$ cat src/rtl/gf180mcu_osu_sc_gp12t3v3__tiemon.sv
// Tie-cell monitor: watches a tie-high (A) and tie-low (B) net, filters
// mismatches, and reports a sticky fault plus a saturating fault-event count.
module gf180mcu_osu_sc_gp12t3v3__tiemon #(
  parameter int SETTLE_CYC = 4,
  parameter int FILT       = 2
) (
  input  logic       CLK,
  input  logic       RN,
  input  logic       A,
  input  logic       B,
  input  logic       EN,
  input  logic       CLR,
  output logic       OK,
  output logic       ERR,
  output logic [3:0] ERRCNT,
  output logic [1:0] ST
);

  typedef enum logic [1:0] {
    IDLE   = 2'b00,
    SETTLE = 2'b01,
    WATCH  = 2'b10,
    FAULT  = 2'b11
  } state_t;

  localparam logic [3:0] SETTLE_LAST = 4'(SETTLE_CYC - 1);
  localparam logic [3:0] FILT_LAST   = 4'(FILT - 1);

  state_t     state_q;
  logic       a_meta_q, a_s_q;
  logic       b_meta_q, b_s_q;
  logic [3:0] settle_q;
  logic [3:0] filt_q;
  logic [3:0] errcnt_q;
  logic       ok_q;
  logic       err_q;
  logic       mismatch;

  assign mismatch = (a_s_q != 1'b1) || (b_s_q != 1'b0);

  // OK/ERR are updated on every transition so they always track the state
  // register without a combinational decode on the outputs.
  always_ff @(posedge CLK or negedge RN) begin
    if (!RN) begin
      a_meta_q <= 1'b1;
      a_s_q    <= 1'b1;
      b_meta_q <= 1'b0;
      b_s_q    <= 1'b0;
      state_q  <= IDLE;
      settle_q <= 4'd0;
      filt_q   <= 4'd0;
      errcnt_q <= 4'd0;
      ok_q     <= 1'b0;
      err_q    <= 1'b0;
    end else begin
      a_meta_q <= A;
      a_s_q    <= a_meta_q;
      b_meta_q <= B;
      b_s_q    <= b_meta_q;

      if (CLR) begin
        errcnt_q <= 4'd0;
      end

      if (!EN) begin
        state_q  <= IDLE;
        settle_q <= 4'd0;
        filt_q   <= 4'd0;
        ok_q     <= 1'b0;
        err_q    <= 1'b0;
      end else begin
        case (state_q)
          IDLE: begin
            state_q  <= SETTLE;
            settle_q <= 4'd0;
            filt_q   <= 4'd0;
            ok_q     <= 1'b0;
            err_q    <= 1'b0;
          end
          SETTLE: begin
            filt_q <= 4'd0;
            if (settle_q == SETTLE_LAST) begin
              state_q  <= WATCH;
              settle_q <= 4'd0;
              ok_q     <= 1'b1;
              err_q    <= 1'b0;
            end else begin
              settle_q <= settle_q + 4'd1;
            end
          end
          WATCH: begin
            if (mismatch) begin
              if (filt_q == FILT_LAST) begin
                state_q <= FAULT;
                filt_q  <= 4'd0;
                ok_q    <= 1'b0;
                err_q   <= 1'b1;
                // A coincident CLR wins over the increment.
                if (!CLR && errcnt_q != 4'd15) begin
                  errcnt_q <= errcnt_q + 4'd1;
                end
              end else begin
                filt_q <= filt_q + 4'd1;
              end
            end else begin
              filt_q <= 4'd0;
            end
          end
          FAULT: begin
            filt_q <= 4'd0;
            if (CLR) begin
              state_q  <= SETTLE;
              settle_q <= 4'd0;
              ok_q     <= 1'b0;
              err_q    <= 1'b0;
            end
          end
          default: begin
            state_q  <= IDLE;
            settle_q <= 4'd0;
            filt_q   <= 4'd0;
            ok_q     <= 1'b0;
            err_q    <= 1'b0;
          end
        endcase
      end
    end
  end

  assign OK     = ok_q;
  assign ERR    = err_q;
  assign ERRCNT = errcnt_q;
  assign ST     = state_q;

endmodule

$ cat config.mk
export PLATFORM = sky130hd
export DESIGN_NAME = gf180mcu_osu_sc_gp12t3v3__tiemon
export DESIGN_NICKNAME = d
export VERILOG_FILES = /design/src/rtl/gf180mcu_osu_sc_gp12t3v3__tiemon.sv
export SDC_FILE = /design/constraint.sdc
export NUM_CORES = 1
export LEC_CHECK = 0
export CORE_UTILIZATION = 35
export DETAILED_ROUTE_END_ITERATION = 10
export PLACE_DENSITY_LB_ADDON = 0.15
export SYNTH_ARGS = -nofsm -noshare
export SYNTH_HDL_FRONTEND = slang
export SYNTH_SLANG_ARGS = --single-unit
export TNS_END_PERCENT = 20
$ cat constraint.sdc
create_clock -name CLK -period 2.05 [get_ports CLK]
set_clock_uncertainty 0.2 [all_clocks]
set_input_delay 0.41 -clock CLK [delete_from_list [all_inputs] [get_ports CLK]]
set_output_delay 0.41 -clock CLK [all_outputs]
set_load 0.01 [all_outputs]
==> impl_metrics.toml <==
[clock_network]
clk_latency_ns = 0.29
cts_tree = "built"
cts.path.max_buffers = 2
clk_pin_slew_ns = 0.11
cts-root-buf = "clkbuf_4"
htree_levels = 1
cts_made_buffers = 3
cts_num_sinks = 20

[hold_path]
hp-class = "reg2reg"
hp-start = "a_meta_q"

[timing]
clock.fmax_mhz = 503
setup_ws_ns = 0.0614
layout_min_cycle_time_ns = 1.99
setup_viol = 0
hold_viol = 0
maxSlewViolCount = 0
rsz0062_at_grt = "no"
period_share_pct = 97.0
tightest_slew_ns = 0.454
slew_headroom_pct = 69.7

[detailed_routing]
num_vias = 701
firstDrtPassIters = 4
dr.first_iter.drc_count = 7
drcViolationCount = 0
avgRoutedWirePerCell_um = 11.5
via_per_inst = 4.77
routed_wl_um = 1690
postRouteAntennaNets = 0

[critical_path]
cp_data_required_time_ns = 2.05
cp-end-kind = "flip-flop"
startpoint = "filt_q[1]"
path_class = "reg2reg"
reg2reg_from = "filt_q[1]"
critPathArrivalTime_ns = 1.99
crit_path_top_delay_cell = "or4_4"
slowest_delay_ns = 0.50
setup.worst_path.start_class = "flip-flop"
cp_max_fo = 3
crit_path_cell_trace = "inv_1 > ha_1 > or3b_4 > or4_4 > mux2i_1 > nor2_1"

[global_route]
grt_overflow = 0
grt_pass1_wl_um = 2820
grt_max_degree = 13
grt_pass1_vias = 675
grt_usage_pct = 13.8
antenna_found_initial = 0

[synthesis]
synthDistinctLibCells = 32
yosysWarnings = 0
synth_top_cell_area_share_pct = 46.2
ys_seq_area_share_pct = 51.5
synth_edf_count = 0
ys_seq_elements = 20
synthCells = 86
synth_area_um2 = 976
synth.most_common_cell = "dfrtp_1"
yosys-top-cells-count = "dfrtp_1 (18), ha_1 (8), inv_1 (7), nor2_1 (7), mux2i_1 (5)"
syn-num-nets = 100
ys.flop_type = "dfrtp_1"
yosys-top-cells-area = "dfrtp_1 (46%), ha_1 (10%), dfstp_2 (5.4%)"
async_flop_share_pct = 100
avgSynthCellArea_um2 = 11.3
synth_largest_area_cell = "dfrtp_1"

[finish]
area_delta_synth_final_pct = 32.3
fillers = 245
final_core_util_pct = 50.7
n_antenna_cell = 0
drive_gt1_share_pct = 21.4
nets = 132

[job]
max_cap_viol_count = 0

[placement]
place.port_buffers = 13
pre_cts_slack_ns = -0.159
post-dp-hpwl_um = 1340
place.gp.congestion = 0.806

[outcome]
status = "finished clean"

[die]
fp-row-count = 18
io_pins = 14
core_um2 = 2540
die_w_um = 54.8
dieArea_um2 = 3000
start_util_pct = 38.3
die_h_um = 54.8

[power_and_ir_drop]
power_density_nw_per_um2 = 880
p_total_mw = 1.14
ir_drop_mv = 0.545
cellLeakagePower_nw = 0.610
-- cells by family (layout without fill, tap and decap cells) --
group | count (synthesis) | in the layout | synth area share, %
buffers and inverters | 7 | 38 | 2.69
xor gates and xnor gates | 3 | 3 | 2.69
adders and majority gates | 8 | 8 | 10.3
AOI/OAI and AO/OA | 14 | 14 | 10.5
DFF | 20 | 20 | 51.5
muxes | 5 | 5 | 5.13
and+or+nand+nor | 29 | 29 | 17.2
-- layer usage --
metal	GRT usage (%)	vias to the layer above	routed length, um	share of wire, %
met5	0	-	0	0
met4	5.13	0	23	1.4
met3	5.83	4	74	4.4
met2	20.9	14	713	42
met1	17.4	319	879	52
li1	-	364	-	-
-- area by class of cell --
type | instances | area (um^2) | area share (%)
Sequential cell | 20 | 503 | 39.0
Multi-Input combinational cell | 59 | 453 | 35.1
Timing Repair Buffer | 27 | 235 | 18.2
Tap cell | 30 | 37.5 | 2.91
Clock buffer | 4 | 36.3 | 2.81
Inverter | 7 | 26.3 | 2.03
-- stage by stage --
stage / instances / setup TNS (ns) / hold slack, ns / instance area (um^2)
final: 147 / 0 / 0.164 / 1290
after global routing: 147 / 0 / 0.174 / 1290
after CTS: 145 / 0 / 0.167 / 1270
after detailed placement: 141 / -1.04 / 0.136 / 1230
after global placement: 141 / -0.816 / 0.135 / 1230
after floorplan: 86 / 0 / -0.0856 / 976
-- layout by cell type (no fill, tap or decap), drive strengths merged, types with 3 or more instances in the layout --
cell type | netlist | layout
dfrtp | 18 | 18
buf | 0 | 14
clkdlybuf4s50 | 0 | 13
ha | 8 | 8
nor2 | 7 | 7
inv | 7 | 7
mux2i | 5 | 5
nand2 | 4 | 4
clkbuf | 0 | 4
nand2b | 3 | 3
nor3 | 3 | 3
o21ai | 3 | 3
-- power breakdown --
group	internal, mW	switching, mW	leakage (nW)	total (mW)
logic	0.239	0.183	0.326	0.421
clock network	0.108	0.114	0.0210	0.222
registers	0.447	0.0457	0.263	0.493
-- flip-flops by register name, indices dropped and copies added (netlist names) --
name / count
ERRCNT: 4
filt_q: 4
settle_q: 4
ST: 2
ERR: 1
OK: 1
a_meta_q: 1
a_s_q: 1
b_meta_q: 1
b_s_q: 1
-- critical path: cells and delay by family (launching register included) --
family	cells	cell delay [ns]
and+or+nand+nor	3	0.93
DFF	1	0.40
muxes	1	0.16
buffers and inverters	1	0.06
adders and majority gates	1	0.13
-- timing repair --
action                                  CTS  global route
hold buffers                              0             0
buffers inserted                          0             2
resized for setup                         0             2
endpoints found under the setup margin    0             5
endpoints found under the hold margin     0             0
-- final timing paths --
kind                       cells after the start     endpoint  slack [ns]
setup / recovery                               6    ERRCNT[1]        0.06
setup reg to reg                               6    ERRCNT[1]        0.06
min in group asynchronous                      1     b_meta_q        0.19
hold / removal                                 0        a_s_q        0.16
max in group asynchronous                      2  settle_q[2]        0.96
hold reg to reg                                0        a_s_q        0.16
(Power assumes the default switching activity.)
